--- src/rtl/projectile_engine_if.sv ---
// Bundles the player-side launch controls and renderer-side projectile state for projectile_engine.
// master drives requests and hits; slave is the engine itself.
interface projectile_engine_if #(
    parameter int NUM_PROJ = 3,
    parameter int COORD_W  = 6,
    parameter int CNT_W    = 25
);
    logic                        i_launch1;
    logic                        i_launch2;
    logic [1:0]                  i_dir1;
    logic [1:0]                  i_dir2;
    logic [COORD_W-1:0]          i_head_x1;
    logic [COORD_W-1:0]          i_head_y1;
    logic [COORD_W-1:0]          i_head_x2;
    logic [COORD_W-1:0]          i_head_y2;
    logic [CNT_W-1:0]            i_speed;
    logic [NUM_PROJ-1:0]         i_hit;
    logic [NUM_PROJ*COORD_W-1:0] o_proj_x;
    logic [NUM_PROJ*COORD_W-1:0] o_proj_y;
    logic [NUM_PROJ-1:0]         o_alive;
    logic                        o_owner;
    logic                        o_busy;
    logic                        o_done;

    modport master (
        output i_launch1, i_launch2, i_dir1, i_dir2,
               i_head_x1, i_head_y1, i_head_x2, i_head_y2, i_speed, i_hit,
        input  o_proj_x, o_proj_y, o_alive, o_owner, o_busy, o_done
    );

    modport slave (
        input  i_launch1, i_launch2, i_dir1, i_dir2,
               i_head_x1, i_head_y1, i_head_x2, i_head_y2, i_speed, i_hit,
        output o_proj_x, o_proj_y, o_alive, o_owner, o_busy, o_done
    );
endinterface

--- src/rtl/projectile_engine.sv ---
// Projectile launcher/mover: spawns a fan of up to NUM_PROJ projectiles around a player's head and steps them.
// Spawn is visible one cycle after launch; no backpressure, launches are ignored outside IDLE.
module projectile_engine #(
    parameter int NUM_PROJ = 3,
    parameter int COORD_W  = 6,
    parameter int GRID_W   = 40,
    parameter int GRID_H   = 30,
    parameter int SPREAD   = 2,
    parameter int CNT_W    = 25
) (
    input  logic                clk,
    input  logic                rst_n,
    projectile_engine_if.slave  pif
);
    localparam logic [1:0] D_UP = 2'd0;
    localparam logic [1:0] D_DN = 2'd1;
    localparam logic [1:0] D_LT = 2'd2;
    localparam logic [1:0] D_RT = 2'd3;

    localparam logic [COORD_W-1:0]        GW   = COORD_W'(GRID_W);
    localparam logic [COORD_W-1:0]        GH   = COORD_W'(GRID_H);
    localparam logic [COORD_W-1:0]        XMAX = COORD_W'(GRID_W - 1);
    localparam logic [COORD_W-1:0]        YMAX = COORD_W'(GRID_H - 1);
    localparam logic signed [COORD_W:0]   SP   = (COORD_W+1)'(SPREAD);

    typedef enum logic [1:0] {IDLE, FLY, DONE} state_t;

    state_t              state_q, state_d;
    logic [COORD_W-1:0]  px_q [NUM_PROJ];
    logic [COORD_W-1:0]  px_d [NUM_PROJ];
    logic [COORD_W-1:0]  py_q [NUM_PROJ];
    logic [COORD_W-1:0]  py_d [NUM_PROJ];
    logic [1:0]          dir_q [NUM_PROJ];
    logic [1:0]          dir_d [NUM_PROJ];
    logic [NUM_PROJ-1:0] alive_q, alive_d;
    logic                owner_q, owner_d;
    logic [CNT_W-1:0]    cnt_q, cnt_d;

    logic                     tick;
    logic [1:0]               hd, sd;
    logic [COORD_W-1:0]       hx, hy;
    logic signed [COORD_W:0]  sx, sy;

    function automatic logic [1:0] left_of(input logic [1:0] h);
        case (h)
            D_UP:    return D_LT;
            D_DN:    return D_RT;
            D_LT:    return D_DN;
            default: return D_UP;
        endcase
    endfunction

    // Opposite direction is the low bit flipped in this encoding.
    function automatic logic [1:0] slot_dir(input logic [1:0] h, input int k);
        case (k)
            0:       return h;
            1:       return left_of(h);
            2:       return left_of(h) ^ 2'd1;
            default: return h ^ 2'd1;
        endcase
    endfunction

    function automatic logic in_range(input logic signed [COORD_W:0] v,
                                      input logic [COORD_W-1:0] lim);
        return !v[COORD_W] && (v[COORD_W-1:0] < lim);
    endfunction

    always_comb begin
        state_d = state_q;
        alive_d = alive_q;
        owner_d = owner_q;
        cnt_d   = cnt_q;
        for (int k = 0; k < NUM_PROJ; k++) begin
            px_d[k]  = px_q[k];
            py_d[k]  = py_q[k];
            dir_d[k] = dir_q[k];
        end
        tick = 1'b0;
        hd   = '0;
        hx   = '0;
        hy   = '0;
        sd   = '0;
        sx   = '0;
        sy   = '0;

        case (state_q)
            IDLE: begin
                if (pif.i_launch1 || pif.i_launch2) begin
                    owner_d = ~pif.i_launch1;
                    hd = pif.i_launch1 ? pif.i_dir1    : pif.i_dir2;
                    hx = pif.i_launch1 ? pif.i_head_x1 : pif.i_head_x2;
                    hy = pif.i_launch1 ? pif.i_head_y1 : pif.i_head_y2;
                    for (int k = 0; k < NUM_PROJ; k++) begin
                        sd = slot_dir(hd, k);
                        sx = {1'b0, hx};
                        sy = {1'b0, hy};
                        case (sd)
                            D_UP:    sy = sy - SP;
                            D_DN:    sy = sy + SP;
                            D_LT:    sx = sx - SP;
                            default: sx = sx + SP;
                        endcase
                        dir_d[k] = sd;
                        if (in_range(sx, GW) && in_range(sy, GH)) begin
                            alive_d[k] = 1'b1;
                            px_d[k]    = sx[COORD_W-1:0];
                            py_d[k]    = sy[COORD_W-1:0];
                        end else begin
                            alive_d[k] = 1'b0;
                            px_d[k]    = '0;
                            py_d[k]    = '0;
                        end
                    end
                    cnt_d   = '0;
                    state_d = FLY;
                end
            end
            FLY: begin
                tick  = (cnt_q == pif.i_speed);
                cnt_d = tick ? '0 : cnt_q + CNT_W'(1);
                // A hit wins over a step; stepping off the edge kills but keeps the last legal cell.
                for (int k = 0; k < NUM_PROJ; k++) begin
                    if (alive_q[k]) begin
                        if (pif.i_hit[k]) begin
                            alive_d[k] = 1'b0;
                        end else if (tick) begin
                            case (dir_q[k])
                                D_UP: if (py_q[k] == '0)  alive_d[k] = 1'b0;
                                      else                py_d[k] = py_q[k] - COORD_W'(1);
                                D_DN: if (py_q[k] == YMAX) alive_d[k] = 1'b0;
                                      else                py_d[k] = py_q[k] + COORD_W'(1);
                                D_LT: if (px_q[k] == '0)  alive_d[k] = 1'b0;
                                      else                px_d[k] = px_q[k] - COORD_W'(1);
                                default: if (px_q[k] == XMAX) alive_d[k] = 1'b0;
                                         else                 px_d[k] = px_q[k] + COORD_W'(1);
                            endcase
                        end
                    end
                end
                if (alive_d == '0) state_d = DONE;
            end
            DONE: begin
                alive_d = '0;
                state_d = IDLE;
            end
            default: state_d = IDLE;
        endcase
    end

    always_ff @(posedge clk or negedge rst_n) begin
        if (!rst_n) begin
            state_q <= IDLE;
            alive_q <= '0;
            owner_q <= 1'b0;
            cnt_q   <= '0;
            for (int k = 0; k < NUM_PROJ; k++) begin
                px_q[k]  <= '0;
                py_q[k]  <= '0;
                dir_q[k] <= '0;
            end
        end else begin
            state_q <= state_d;
            alive_q <= alive_d;
            owner_q <= owner_d;
            cnt_q   <= cnt_d;
            for (int k = 0; k < NUM_PROJ; k++) begin
                px_q[k]  <= px_d[k];
                py_q[k]  <= py_d[k];
                dir_q[k] <= dir_d[k];
            end
        end
    end

    always_comb begin
        pif.o_proj_x = '0;
        pif.o_proj_y = '0;
        for (int k = 0; k < NUM_PROJ; k++) begin
            pif.o_proj_x[k*COORD_W +: COORD_W] = px_q[k];
            pif.o_proj_y[k*COORD_W +: COORD_W] = py_q[k];
        end
    end

    assign pif.o_alive = alive_q;
    assign pif.o_owner = owner_q;
    assign pif.o_busy  = (state_q == FLY);
    assign pif.o_done  = (state_q == DONE);

    logic unused_ok;
    assign unused_ok = &{1'b0, GH};
endmodule

--- src/flat_wrapper.sv ---
// flat-port wrapper written by rule: the top's interface ports become plain ports
module projectile_engine_flat 
#(
    parameter int NUM_PROJ = 3,
    parameter int COORD_W  = 6,
    parameter int GRID_W   = 40,
    parameter int GRID_H   = 30,
    parameter int SPREAD   = 2,
    parameter int CNT_W    = 25
)
  (clk, rst_n, pif_i_launch1, pif_i_launch2, pif_i_dir1, pif_i_dir2, pif_i_head_x1, pif_i_head_y1, pif_i_head_x2, pif_i_head_y2, pif_i_speed, pif_i_hit, pif_o_proj_x, pif_o_proj_y, pif_o_alive, pif_o_owner, pif_o_busy, pif_o_done);
  projectile_engine_if #(.NUM_PROJ(NUM_PROJ), .COORD_W(COORD_W), .CNT_W(CNT_W)) pif_i ();
  input  logic clk;
  input  logic rst_n;
  input wire logic [$bits(pif_i.i_launch1)-1:0] pif_i_launch1;
  input wire logic [$bits(pif_i.i_launch2)-1:0] pif_i_launch2;
  input wire logic [$bits(pif_i.i_dir1)-1:0] pif_i_dir1;
  input wire logic [$bits(pif_i.i_dir2)-1:0] pif_i_dir2;
  input wire logic [$bits(pif_i.i_head_x1)-1:0] pif_i_head_x1;
  input wire logic [$bits(pif_i.i_head_y1)-1:0] pif_i_head_y1;
  input wire logic [$bits(pif_i.i_head_x2)-1:0] pif_i_head_x2;
  input wire logic [$bits(pif_i.i_head_y2)-1:0] pif_i_head_y2;
  input wire logic [$bits(pif_i.i_speed)-1:0] pif_i_speed;
  input wire logic [$bits(pif_i.i_hit)-1:0] pif_i_hit;
  output wire logic [$bits(pif_i.o_proj_x)-1:0] pif_o_proj_x;
  output wire logic [$bits(pif_i.o_proj_y)-1:0] pif_o_proj_y;
  output wire logic [$bits(pif_i.o_alive)-1:0] pif_o_alive;
  output wire logic [$bits(pif_i.o_owner)-1:0] pif_o_owner;
  output wire logic [$bits(pif_i.o_busy)-1:0] pif_o_busy;
  output wire logic [$bits(pif_i.o_done)-1:0] pif_o_done;
  assign pif_i.i_launch1 = pif_i_launch1;
  assign pif_i.i_launch2 = pif_i_launch2;
  assign pif_i.i_dir1 = pif_i_dir1;
  assign pif_i.i_dir2 = pif_i_dir2;
  assign pif_i.i_head_x1 = pif_i_head_x1;
  assign pif_i.i_head_y1 = pif_i_head_y1;
  assign pif_i.i_head_x2 = pif_i_head_x2;
  assign pif_i.i_head_y2 = pif_i_head_y2;
  assign pif_i.i_speed = pif_i_speed;
  assign pif_i.i_hit = pif_i_hit;
  assign pif_o_proj_x = pif_i.o_proj_x;
  assign pif_o_proj_y = pif_i.o_proj_y;
  assign pif_o_alive = pif_i.o_alive;
  assign pif_o_owner = pif_i.o_owner;
  assign pif_o_busy = pif_i.o_busy;
  assign pif_o_done = pif_i.o_done;
  projectile_engine #(.NUM_PROJ(NUM_PROJ), .COORD_W(COORD_W), .GRID_W(GRID_W), .GRID_H(GRID_H), .SPREAD(SPREAD), .CNT_W(CNT_W)) u_core (.clk(clk), .rst_n(rst_n), .pif(pif_i));
endmodule
--- config.mk ---
export PLATFORM = sky130hd
export DESIGN_NAME = projectile_engine_flat
export DESIGN_NICKNAME = d
export VERILOG_FILES = /design/src/rtl/projectile_engine_if.sv /design/src/rtl/projectile_engine.sv /design/src/flat_wrapper.sv
export SDC_FILE = /design/constraint.sdc
export NUM_CORES = 1
export LEC_CHECK = 0
export BUFFER_PORTS_ARGS = -buffer_cell sky130_fd_sc_hd__buf_2
export CORE_MARGIN = 3
export CORE_UTILIZATION = 30
export CTS_BUF_LIST = sky130_fd_sc_hd__clkbuf_8
export DETAILED_ROUTE_END_ITERATION = 12
export HOLD_SLACK_MARGIN = 0.08
export SYNTH_ARGS = -nofsm -noshare
export SYNTH_HDL_FRONTEND = slang
export SYNTH_SLANG_ARGS = --single-unit
--- constraint.sdc ---
create_clock -name clk -period 2.55 [get_ports clk]
set_input_delay 0 -clock clk [delete_from_list [all_inputs] [get_ports clk]]
set_output_delay 0 -clock clk [all_outputs]
set_load 0.02 [all_outputs]
==> summary.md <==
| Metric | Value |
|---|---|
| Gr usage total | `17.5%` |
| Netlist Area Pre-Place | `0.00686 mm^2` |
| Hold Fails Final Rpt | `0` |
| Worst skew pair latency | `0.36 ns` |
| I/O Buffers | `101` |
| Core area | `0.0222 mm^2` |
| Final Power | `8.71 mW` |
| DIE WIDTH | `157 um` |
| Peak supply drop | `357 uV` |
| Critical setup path kind | `register to register` |
| Number of synthesized flops with an enable pin | `0` |
| Initial antenna violation count | `1` |
| Most frequent cells in the layout | `buf_2 (100), buf_4 (90), nor2_1 (77)` |
| Synth warn | `0` |
| Final core occ | `38.7%` |
| Full die area | `0.0247 mm^2` |
| Layout cell share with drive strength beyond 1 | `26.3%` |
| Max-cap viol count | `0` |
| Fin crit share | `97.4%` |
| Min Tclk post-route | `2.48 ns` |
| Post-Synthesis Cells | `815` |
| # rows | `54` |
| Max-slew violations | `0` |
| DR pass1 iterations | `5` |
| Detailed placement HPWL | `17.3 mm` |
| Pwr Density | `1010 mW/mm^2` |
| Post-synth ARST share | `100%` |
| Die H | `157 um` |
| Clock sinks | `72` |
| Synth unique cells | `84` |
| Required time of the critical path | `2.82 ns` |
| Commonest non-fill, non-tap cell in the layout | `buf_2` |
| Worst slew margin | `35.9%` |
| CP peak stage delay | `0.50 ns` |
| Final Skew | `0.0125 ns` |
| CTS H-tree depth | `3` |
| Largest net degree at the start of global routing | `73` |
| Setup violators final | `0` |
| Status | `completed` |
| CTS Root Cell | `clkbuf_8` |
| Worst-path clk slew | `0.08 ns` |
| First-pass GRT wire length | `34.7 mm` |
| Layout area overhead | `25.1%` |
| HP Class | `primary input to register` |
| Initial Util | `31.0%` |
| Arr. time, crit path | `2.75 ns` |
| LEAKAGE | `3.93 nW` |
| Diodes inserted | `0` |
| CP Max Fanout | `3` |
| CTS tree | `yes` |
| Final wirelength | `21.7 mm` |
| Syn_area_per_cell | `8.42 um^2` |
| TritonCTS Buffers | `9` |
| Worst-Margin Slew | `0.961 ns` |
| Initial DRC count | `303` |
| CP cell instances | `xor2_1 -> nor4_2 -> nand4_1 -> o21a_1 -> or4_1 -> o311a_1 -> o31ai_1` |
| Yosys reg bits | `72` |
| Via density | `5.38` |
| Grt total ovfl | `0` |
| Post-synthesis sequential area ratio | `26.2%` |
| CP endpoint kind | `register` |
| DR vias | `6854` |
| Fin nets | `1094` |
| Peak Freq | `402 MHz` |
| Vias in the first global route | `6518` |
| Worst path slowest cell | `or4_1` |
| Dominant synthesized flop cell | `dfrtp_1` |
| Post-DR wirelength/cell | `17.1 um` |
| Final ANT Viol Nets | `0` |
| Setup crit start kind | `register` |
| Mapped Nets | `921` |
| CTS Buffer Depth | `2` |
| GPL Wtd Cong | `0.881` |
| # DRC | `0` |
| I/O pin count | `102` |
## Yosys cell counts (all sizes together) (5+ instances only)
library cell	number	area [um^2]
nand2	73	274
o2111ai	6	76.3
a21o	5	37.5
o211ai	14	110
xnor2	16	140
a211oi	6	50.1
fa	6	120
inv	32	120
o221ai	7	80.1
ha	40	500
or3	11	68.8
nor4	12	87.6
o31ai	16	120
and4	9	78.8
and3	13	81.3
nor3	15	85.1
nor2b	9	56.3
dfrtp	72	1800
nand3	43	215
o311ai	5	51.3
nor3b	6	45.0
or4	7	52.6
o21ai	43	219
xor2	49	429
clkbuf	22	82.6
nand2b	11	68.8
o21a	7	52.6
nor2	78	293
buf	10	76.3
mux2	9	101
mux2i	37	403
a21oi	47	235
nand4	15	93.8
## state kept, by name (all words and copies together) (netlist names)
register	flops
u_core.state_q	2
u_core.pif.o_proj_x	18
u_core.pif.o_owner	1
u_core.pif.o_alive	3
u_core.dir_q	5
u_core.pif.o_proj_y	18
u_core.cnt_q	25
## routing by layer
metal | global-route usage, % | wire [um] | vias to the layer above
met1 | 24.1 | 9980 | 3206
met4 | 6.28 | 575 | 2
met2 | 27.7 | 9850 | 223
met5 | 0 | 13 | -
met3 | 3.11 | 1310 | 44
li1 | - | - | 3379
## cell families (layout without fill, tap and decap cells)
logic type                 count (synthesis)  count (layout)  synth area share, %
xor gates and xnor gates                  65              65                 8.29
DFF                                       72              72                 26.2
adders and majority gates                 46              46                 9.04
AOI/OAI and AO/OA                        199             199                 20.4
and+or+nand+nor                          321             321                 24.2
muxes                                     47              47                 7.67
buffers and inverters                     65             243                 4.12
## where the power goes
part / switching [mW] / internal (mW)
Clock: 0.453 / 0.403
Combinational: 3.38 / 2.45
Sequential: 0.527 / 1.50
Total: 4.36 / 4.35
## worst max-delay path: cells and delay by family, from the launching register on
kind             cells  cell delay [ns]
AO/OA/AOI/OAI        3             0.70
AND/OR/NAND/NOR      3             1.11
flip-flops           1             0.40
XOR/XNOR             1             0.18
## final cells by class
cell class / instances / area [um^2]
clock buffer: 11 / 151
clock inverter: 5 / 31.3
fill: 2283 / 13600
inverter: 33 / 124
multi-input combinational: 678 / 4900
sequential: 72 / 1800
tap: 280 / 350
timing repair buffer: 194 / 1230
## metrics by stage
step                hold WS (ns)  std cells  worst slack (ns)  setup TNS [ns]  cell area, um^2
finish                     0.187       1273            0.0655               0             8580
global placement           0.221       1253           -0.0469          -0.219             8300
global route               0.157       1273           -0.0262         -0.0339             8580
detailed placement         0.220       1253            -0.100           -1.09             8300
CTS                        0.149       1272            0.0508               0             8520
floorplan                 -0.296        815           0.00691               0             6990
## timing repair
item	CTS	global route
endpoints found under the hold margin	74	0
gates resized for setup	2	13
hold buffers	3	0
pin swaps	1	4
setup buffers	0	1
cloned	0	0
setup endpoints to repair	6	17
## path summary, 6_finish.rpt
check | depth (start not counted) | from | end | slack [ns]
hold reg to reg | 2 | u_core.pif.o_owner$_DFFE_PN0P_ | u_core.pif.o_owner$_DFFE_PN0P_ | 0.48
min in group asynchronous | 2 | rst_n | u_core.cnt_q[16]$_DFFE_PN0N_ | 0.33
setup reg to reg | 7 | u_core.cnt_q[19]$_DFFE_PN0N_ | u_core.pif.o_proj_x[17]$_DFFE_PN0P_ | 0.07
hold / removal | 5 | pif_i_hit[1] | u_core.pif.o_alive[1]$_DFFE_PN0P_ | 0.19
max in group asynchronous | 2 | rst_n | u_core.pif.o_proj_y[17]$_DFFE_PN0P_ | 1.59
setup / recovery | 7 | u_core.cnt_q[19]$_DFFE_PN0N_ | u_core.pif.o_proj_x[17]$_DFFE_PN0P_ | 0.07
(Power assumes the default switching activity.)
